**src/rtl/wir_ctrl.sv**
```systemverilog
// wir_ctrl: wrapper instruction register (WIR) controller with bypass (WBY)
// and serial-output steering between WIR, WBY and the boundary chain.
// Optional shift-length checking is enabled by defining WIR_LENCHK_EN;
// without it every update loads the instruction and len_err is tied low.
module wir_ctrl #(
    parameter logic [2:0] CAP_VAL = 3'b001
) (
    input  logic       clk,
    input  logic       WRST,
    input  logic       WSI,
    input  logic       SelectWIR,
    input  logic       ShiftWR,
    input  logic       CaptureWR,
    input  logic       UpdateWR,
    input  logic       wbr_so,
    output logic       WSO,
    output logic [2:0] wir_out,
    output logic       bypass_sel,
    output logic       extest_sel,
    output logic       intest_sel,
    output logic       invalid,
    output logic       len_err
);

    logic [2:0] wir_sr_q, wir_sr_d;
    logic [2:0] wir_ur_q, wir_ur_d;
    logic       wby_q, wby_d;
    logic       upd_en;

    // Shift stage next state: capture wins over shift, both need SelectWIR
    always_comb begin
        wir_sr_d = wir_sr_q;
        if (SelectWIR) begin
            if (CaptureWR) begin
                wir_sr_d = CAP_VAL;
            end else if (ShiftWR) begin
                wir_sr_d = {WSI, wir_sr_q[2:1]};
            end
        end
    end

`ifdef WIR_LENCHK_EN
    logic [2:0] cnt_q, cnt_d;
    logic       len_err_q, len_err_d;

    // Shift counter (saturates at 4) and update gating on exactly 3 shifts
    always_comb begin
        cnt_d     = cnt_q;
        len_err_d = len_err_q;
        upd_en    = 1'b0;
        if (SelectWIR) begin
            if (CaptureWR) begin
                cnt_d = '0;
            end else if (ShiftWR && (cnt_q != 3'd4)) begin
                cnt_d = cnt_q + 3'd1;
            end
            if (UpdateWR) begin
                if (cnt_q == 3'd3) begin
                    upd_en    = 1'b1;
                    len_err_d = 1'b0;
                end else begin
                    len_err_d = 1'b1;
                end
            end
        end
    end

    // Counter and error flag registers
    always_ff @(posedge clk or posedge WRST) begin
        if (WRST) begin
            cnt_q     <= '0;
            len_err_q <= 1'b0;
        end else begin
            cnt_q     <= cnt_d;
            len_err_q <= len_err_d;
        end
    end

    assign len_err = len_err_q;
`else
    assign upd_en  = SelectWIR & UpdateWR;
    assign len_err = 1'b0;
`endif

    // Update stage and bypass next state; update samples the pre-edge shift stage
    always_comb begin
        wir_ur_d = upd_en ? wir_sr_q : wir_ur_q;
        wby_d    = wby_q;
        if (!SelectWIR && bypass_sel) begin
            if (CaptureWR) begin
                wby_d = 1'b0;
            end else if (ShiftWR) begin
                wby_d = WSI;
            end
        end
    end

    // WIR stages and bypass register
    always_ff @(posedge clk or posedge WRST) begin
        if (WRST) begin
            wir_sr_q <= '0;
            wir_ur_q <= '0;
            wby_q    <= 1'b0;
        end else begin
            wir_sr_q <= wir_sr_d;
            wir_ur_q <= wir_ur_d;
            wby_q    <= wby_d;
        end
    end

    // Instruction decode; reserved codes fall back to bypass
    always_comb begin
        bypass_sel = 1'b0;
        extest_sel = 1'b0;
        intest_sel = 1'b0;
        invalid    = 1'b0;
        case (wir_ur_q)
            3'b000:  bypass_sel = 1'b1;
            3'b001:  extest_sel = 1'b1;
            3'b010:  intest_sel = 1'b1;
            default: begin
                invalid    = 1'b1;
                bypass_sel = 1'b1;
            end
        endcase
    end

    // Serial output steering
    always_comb begin
        if (SelectWIR) begin
            WSO = wir_sr_q[0];
        end else if (bypass_sel) begin
            WSO = wby_q;
        end else begin
            WSO = wbr_so;
        end
    end

    assign wir_out = wir_ur_q;

endmodule

```
**config.mk**
```make
export PLATFORM = sky130hd
export DESIGN_NAME = wir_ctrl
export DESIGN_NICKNAME = d
export VERILOG_FILES = /design/src/rtl/wir_ctrl.sv
export SDC_FILE = /design/constraint.sdc
export NUM_CORES = 1
export LEC_CHECK = 0
export CAP_MARGIN = 0
export CORE_AREA = 2 2 39 41
export CTS_CLUSTER_DIAMETER = 100
export DETAILED_ROUTE_END_ITERATION = 10
export DIE_AREA = 0 0 41 43
export GPL_TIMING_DRIVEN = 0
export MAX_ROUTING_LAYER = met4
export SLEW_MARGIN = 40
export SYNTH_ARGS = -nofsm -noshare
export SYNTH_HDL_FRONTEND = slang
export SYNTH_SLANG_ARGS = --single-unit
```
**constraint.sdc**
```tcl
create_clock -name clk -period 1.2 [get_ports clk]
set_clock_uncertainty 0.05 [all_clocks]
set_input_delay 0.24 -clock clk [delete_from_list [all_inputs] [get_ports clk]]
set_output_delay 0.24 -clock clk [all_outputs]
set_load 0.005 [all_outputs]
```
======== Word level (Yosys, flattened, before mapping) ========
Index checks and enable logic that the tools add are counted.
word-level totals
  register bits ........................... 7
  output and inout port bits .............. 9
  logic and storage cells ................. 24
cells by class
  equality and inequality tests ........... 2
  multiplexer cells ....................... 10
  bitwise operators ....................... 1
  reduce and logical (&&, ||, !) cells .... 8
operator list
  kind                                            count
  two-way mux 1 bit                               8
  two-way mux 3 bit                               2
  AND reduction 2 bit                             2
  == test 3 x 1 -> 1 bit (second input constant)  1
  == test 3 x 2 -> 1 bit (second input constant)  1
  logical NOT 3 bit                               1
  OR reduction 3 bit                              1
  nonzero test 2 bit                              1
  OR reduction 2 bit                              1
  AND 1 bit                                       1
  logical AND 1 bit                               1
  logical NOT 1 bit                               1

======== Longest topological paths before layout ========
Gate-level depths: netlist of the first run.
  depth after elaboration ................. 5
  gate-level depth with buffers ........... 3

======== Worst setup path before layout of the first run ========
Ideal clock, no wire load.
  path kind ............................... register to register
  start ................................... register wir_ur_q[1] (netlist: wir_out[1])
  end ..................................... register wby_q
  library setup time ...................... 121 ps
  arrival ................................. 1088 ps
  slack ................................... -59 ps
  stages on the path, launching flop included .. 4
  buffers on the path ..................... 0
  period minus slack after synthesis ...... 1259 ps
  cells stage by stage .................... dfrtp_1 -> xor2_1 -> a211o_1 -> a22o_1
on the way
  longest elaborated chain between the ends .. 5
  elaborated cells on any way between the ends .. 6
  classes of those cells .................. eq/ne (2); mux (1); reduce/logical (3)
ends and longest elaborated chain
  element                                                           line  source
  from (decl)                                                       26    logic [2:0] wir_ur_q, wir_ur_d;
  from (signal assigned)                                            106   wir_ur_q <= wir_ur_d;
  == test 3 x 2 -> 1 bit or == test 3 x 1 -> 1 bit (tied branches)  117   case (wir_ur_q)
  OR reduction 2 bit (no source line) (*)                           n/a
  two-way mux 1 bit (*)                                             117
  logical AND 1 bit (*)                                             89    if (!SelectWIR && bypass_sel) begin
  AND reduction 2 bit (no source line) (*)                          n/a
  to (signal assigned)                                              107   wby_q <= wby_d;
  to (decl)                                                         27    logic wby_q, wby_d;
Every way passes the cells marked *; elsewhere a longest branch is shown, timed or not.
A chain may end at the register's enable or synchronous reset.

======== Final worst setup path of the first run ========
  start ................................... register wir_ur_q[0] (netlist: wir_out[0])
  end ..................................... output port WSO
on the way
  longest elaborated chain between the ends .. 4
  elaborated cells on any way between the ends .. 5
  classes of those cells .................. eq/ne (2); mux (2); reduce/logical (1)
ends and longest elaborated chain
  element                                                           line  source
  == test 3 x 2 -> 1 bit or == test 3 x 1 -> 1 bit (tied branches)  117
  OR reduction 2 bit (no source line) (*)                           n/a
  two-way mux 1 bit (*)                                             132   end else if (bypass_sel) begin
  two-way mux 1 bit (*)                                             130   if (SelectWIR) begin
  to (decl)                                                         16    output logic WSO,
Marked as above.

==> results.toml, run 1 <==
[outcome]
outcome = "finished, violations left"
violations = "negative setup slack"

[power_and_ir_drop]
power.leakage_nw = 0.3408
power_frac_seq_pct = 32.9
switching_share_pct = 29.89
internal_power_w = 0.0006431
p_per_area_mw_per_mm2 = 1300
peakVddDrop_mv = 0.5912
power_w = 0.0009173
p_clk_share_pct = 24.1
switching_power_w = 0.0002741
share_comb_of_total_power_pct = 43.1

[grt]
first_global_vias = 412
track_usage_pct = 16.32
antenna_found_initial = 0
grt_pass1_wl_um = 1828
top_usage_layer = "met2"
met2_usage_pct = 26.88
gr-usage-met3_pct = 3.665
grt_overflow = 0
met1_usage_pct = 16.28
grt_max_degree = 8

[die]
coreArea_mm2 = 0.001384
die-width_um = 41
die_h_um = 43
initial_core_util_pct = 26.94
die-area_mm2 = 0.001763
boundaryPins = 17
core.rowCount = 14

[finish]
syn2layout_area_growth_pct = 89.26
final_core_util_pct = 50.99
drive_gt1_share_pct = 47.22
n_antenna_cell = 0
fillers = 136
fin_nets = 81
final_common_cell = "buf_6"
final_cell_mix = "buf_6, clkdlybuf4s50_1"

[timing]
hold_ws_ns = 0.1649
fmax_mhz = 633.8
final.min_clock_period_ns = 1.578
layout_setup_ws_ns = -0.3777
finalSetupViolations = 9
grt_setup_unrepaired = "yes"
tns_ns = -1.790
finalMaxSlewViolations = 0
fin_crit_sh_pct = 131.5
final_hold_viol_count = 0

[cts]
h-tree-depth = 1
clkTransAtPathRegs_ns = 0.06
ctsLongestPathBuffers = 2
cts.sinks = 7
cts_root_buf = "clkbuf_4"
cts_tree = "done"
clk_latency_ns = 0.25
cts_hold_buf = 0
numCtsBuffers = 3

[placement]
io_buffers = 15
routabilityCongestion = 0.7661
dpl.hpwl_um = 638.8

[synthesis]
ys_warn_count = 0
seq_area_frac_synth_pct = 46.98
synth_cells = 41
syn_nets = 49
yosysUniqueCellTypes = 20
syn_area_um2 = 372.9
avgSynthCellArea_um2 = 9.094
synth-seq-cells = 7

[detailed_routing]
detail_route.wirelength_um = 1099
drt_first_iter_violations = 4
ant_nets = 0
wl_per_cell_um = 12.49
drcViolationCount = 0
via_per_inst = 4.682
drt_first_pass_iters = 4
num_vias = 412

[job]
max-cap-violations = 0

[setup_path]
cp.arrival_ns = 1.29
worstSetupEndpointType = "primary output"
start_kind = "flop"
crit_path_max_fanout = 3
required_ns = 0.91
path_class = "flop to primary output"
reg2reg_depth = 4

[worst_hold_path]
min_path_type = "primary input to async pin"
## final cells by class
cell class / instances / area, um^2 / area share, %
timing repair buffer: 27 / 251.5 / 35.64
multi-input combinational: 28 / 203.9 / 28.90
sequential: 7 / 177.7 / 25.18
clock buffer: 4 / 26.28 / 3.723
tap: 16 / 20.02 / 2.837
inverter: 5 / 18.77 / 2.660
buffer: 1 / 7.507 / 1.064
## critical path, stage by stage (launching register included)
cell       delay (ns)
dfrtp_2          0.44
xor2_2           0.19
a31oi_1          0.19
a2bb2oi_1        0.09
buf_2            0.13
## cell usage after synthesis
| cell type | count | area (um^2) |
|---|---|---|
| nand2_1 | 8 | 30.03 |
| dfrtp_1 | 7 | 175.2 |
| inv_1 | 5 | 18.77 |
| o21ai_0 | 3 | 15.01 |
| nor2_1 | 2 | 7.510 |
| nor3b_1 | 2 | 15.01 |
| a211o_1 | 1 | 8.760 |
| a22o_1 | 1 | 8.760 |
| a2bb2oi_1 | 1 | 8.760 |
| a31oi_1 | 1 | 6.260 |
| buf_4 | 1 | 7.510 |
| conb_1 | 1 | 3.750 |
| mux2_2 | 1 | 11.26 |
| nor3_1 | 1 | 5.000 |
| o22a_1 | 1 | 8.760 |
| o22ai_1 | 1 | 6.260 |
| o32a_1 | 1 | 10.01 |
| o32ai_1 | 1 | 8.760 |
| xnor2_1 | 1 | 8.760 |
| xor2_1 | 1 | 8.760 |
## sequential cells by signal (all words and copies together) (netlist names)
signal    count
wir_out       3
wir_sr_q      3
wby_q         1
## power by group through the flow
| stage | Combinational, W | Sequential [W] | Clock [W] |
|---|---|---|---|
| floorplan | 0.000112 | 0.000307 | 0 |
| global placement | 0.000252 | 0.000315 | 0 |
| detailed placement | 0.000254 | 0.000315 | 0 |
| CTS | 0.000360 | 0.000301 | 0.000232 |
| global route | 0.000431 | 0.000307 | 0.000244 |
| finish | 0.000395 | 0.000302 | 0.000221 |
## stage by stage
step	setup WS [ns]	cells	instance area (um^2)
after floorplan	-0.01525	41	382.9
after global placement	-0.6980	72	553.0
after detailed placement	-0.6862	72	553.0
after CTS	-0.3745	86	680.7
after global routing	-0.4285	88	705.7
final	-0.3777	88	705.7
## cells by family after synthesis
group | after synthesis | synth area share [%]
AND/OR/NAND/NOR | 13 | 15.43
AO/OA/AOI/OAI | 11 | 21.82
flip-flops | 7 | 46.98
buffers and inverters | 6 | 7.048
XOR/XNOR | 2 | 4.699
multiplexers | 1 | 3.020
other | 1 | 1.006
## worst paths after layout
check	from	end	slack, ns
min reg2reg	wby_q$_DFFE_PP0P_	wby_q$_DFFE_PP0P_	0.45
max reg2reg	wir_out[0]$_DFFE_PP0P_	wby_q$_DFFE_PP0P_	-0.16
max	wir_out[0]$_DFFE_PP0P_	WSO	-0.38
max in group asynchronous	WRST	wir_out[0]$_DFFE_PP0P_	0.70
min in group clk	SelectWIR	wir_sr_q[2]$_DFFE_PP0P_	0.39
min	WRST	wir_sr_q[1]$_DFFE_PP0P_	0.16
## per-layer routing
metal	part of all wire [%]	routed length (um)
met5	0	0
met4	1.3	14
met3	6.7	74
met2	52	575
met1	39	434
## what timing repair did
action,4_1_cts,5_1_grt
pin swaps,4,5
endpoints found under the setup margin,10,14
setup buffers,10,3
gates resized for setup,42,8
Power figures use the tool's default switching activity.
==> inputs of run 2 (changes only) <==
--- a/config.mk
+++ b/config.mk
@@ -8,6 +8,7 @@
 export CAP_MARGIN = 0
 export CORE_AREA = 2 2 39 41
 export CTS_CLUSTER_DIAMETER = 100
+export CTS_CLUSTER_SIZE = 40
 export DETAILED_ROUTE_END_ITERATION = 10
 export DIE_AREA = 0 0 41 43
 export GPL_TIMING_DRIVEN = 0
==> results of run 2 <==
Final layout, timing and power as in run 1 (identical DEF).
==> inputs of run 3 (changes only) <==
==> constraint.sdc (replaced) <==
create_clock -name clk -period 2.02 [get_ports clk]
set_clock_uncertainty 0.05 [all_clocks]
set_input_delay 0.404 -clock clk [delete_from_list [all_inputs] [get_ports clk]]
set_output_delay 0.404 -clock clk [all_outputs]
set_load 0.005 [all_outputs]
==> run 3 against run 2 <==
The flow now finishes without violations. Global-route usage down 4.0 points. Routed wire length down 24%. Clock-buffer cell count unchanged. Sequential power down 40%. Sequential share of layout area up 3.9 points. Clock power down 46%. Critical endpoint is now invalid. Largest cell class unchanged. Combinational power down 59%. Power down 49%. Die area unchanged.
==> results.toml, run 3 (synthesis gave the netlist of run 1 again) <==
[timing]
final.min_clock_period_ns = 1.837
fin_crit_sh_pct = 90.92
hold_ws_ns = 0.3347
tns_ns = 0
finalMaxSlewViolations = 0
final_hold_viol_count = 0
fmax_mhz = 544.5
grt_setup_unrepaired = "no"
layout_setup_ws_ns = 0.1835
finalSetupViolations = 0

[power_and_ir_drop]
power_frac_seq_pct = 39.0
switching_share_pct = 27.25
share_comb_of_total_power_pct = 35.1
p_clk_share_pct = 25.9
internal_power_w = 0.0003384
peakVddDrop_mv = 0.3406
power.leakage_nw = 0.2917
switching_power_w = 0.0001268
p_per_area_mw_per_mm2 = 761.9

[finish]
syn2layout_area_growth_pct = 63.76
fillers = 157
drive_gt1_share_pct = 18.75
final_cell_mix = "clkdlybuf4s50_1, nand2_1, inv_1, buf_4, dfrtp_1"
n_antenna_cell = 0
fin_cells = 80
fin_nets = 73
final_common_cell = "clkdlybuf4s50_1"

[placement]
io_buffers = 15
dpl.hpwl_um = 639.3
routabilityCongestion = 0.6692
dp_slack_ns = -0.1872
place_inst = 72

[cts]
cts.sinks = 7
numCtsBuffers = 3
cts_root_buf = "clkbuf_4"
h-tree-depth = 1
clk_latency_ns = 0.24
clkTransAtPathRegs_ns = 0.05
cts_tree = "done"
ctsLongestPathBuffers = 2

[grt]
track_usage_pct = 12.29
top_usage_layer = "met2"
gr-usage-met3_pct = 0
grt_max_degree = 8
met1_usage_pct = 13.04
grt_pass1_wl_um = 1359
met2_usage_pct = 19.06
antenna_found_initial = 0
grt_overflow = 0
first_global_vias = 357

[setup_path]
path_class = "flop to primary output"
path_delay_family = "buffers and inverters"
cp-startpoint = "wir_out[0]$_DFFE_PP0P_"
crit_path_frequent_cell = "nand2_1"
worst_path_largest_cell_delay_ns = 0.49
rr_startpoint = "wir_out[0]$_DFFE_PP0P_"
cp_slowest_cell = "clkdlybuf4s50_1"
path_cells = "buf_4 -> nand2_1 -> nand2_1 -> clkdlybuf4s50_1"
cp.arrival_ns = 1.38
start_kind = "flop"
worst-path-buf-inv = 2
worstSetupEndpointType = "primary output"
crit_path_max_fanout = 4
required_ns = 1.57

[die]
coreArea_mm2 = 0.001384
initial_core_util_pct = 26.94
boundaryPins = 17
die_h_um = 43
die-width_um = 41
core.rowCount = 14
die-area_mm2 = 0.001763

[worst_hold_path]
min_path_type = "primary input to async pin"

[detailed_routing]
wl_per_cell_um = 10.41
via_per_inst = 4.513
ant_nets = 0
drcViolationCount = 0
drt_first_iter_violations = 5
num_vias = 361
detail_route.wirelength_um = 833
drt_first_pass_iters = 3

[outcome]
outcome = "finished, final reports clean"

[job]
max-cap-violations = 0
## run 3: cell count changes in the layout (fill, tap and decap cells not counted), sizes merged
cell,change
buf,-16
clkdlybuf4s50,+4
dlygate4sd2,+3
dlymetal6s2s,+1
## run 3: what timing repair did
action,4_1_cts,5_1_grt
endpoints found under the setup margin,1,2
hold buffers,0,0
gates cloned,0,0
gates resized for setup,6,2
buffers inserted,4,0
pin swaps,1,0
## run 3: area by class of cell
cell class	count	area (um^2)	area share, %
Clock buffer	4	26.28	4.303
Multi-Input combinational cell	28	178.9	29.30
Tap cell	16	20.02	3.279
Inverter	5	18.77	3.074
Buffer	1	7.507	1.230
Timing Repair Buffer	19	181.4	29.71
Sequential cell	7	177.7	29.10
## run 3: power groups by stage
stage          combinational (W)  sequential (W)  clock (W)
2_1_floorplan          0.0000646        0.000179          0
3_3_place_gp            0.000149        0.000183          0
3_5_place_dp            0.000150        0.000184          0
4_1_cts                 0.000167        0.000181   0.000126
5_1_grt                 0.000183        0.000184   0.000142
6_report                0.000163        0.000181   0.000120
## run 3: path summary, 6_finish.rpt
| kind | slack [ns] | to | cells after the start |
|---|---|---|---|
| worst max register to register | 0.62 | wby_q$_DFFE_PP0P_ | 4 |
| min in group clk | 0.47 | wir_sr_q[0]$_DFFE_PP0P_ | 1 |
| worst max-delay path | 0.18 | invalid | 4 |
| worst min-delay path | 0.33 | wir_out[2]$_DFFE_PP0P_ | 2 |
| worst min register to register | 0.47 | wir_sr_q[0]$_DFFE_PP0P_ | 1 |
| max in group asynchronous | 1.36 | wir_out[1]$_DFFE_PP0P_ | 2 |
## run 3: metal layers
| metal | up-vias | part of all wire, % |
|---|---|---|
| li1 | 184 | - |
| met1 | 161 | 43 |
| met2 | 14 | 45 |
| met3 | 2 | 7.9 |
| met4 | 0 | 3.2 |
| met5 | - | 0 |
## run 3: through the flow
step	cell area, um^2	util (%)	power (W)
CTS	605.6	43.76	0.0004748
global placement	543.0	39.24	0.0003319
global route	610.6	44.12	0.0005092
detailed placement	543.0	39.24	0.0003344
finish	610.6	44.12	0.0004652
floorplan	372.9	-	0.0002440
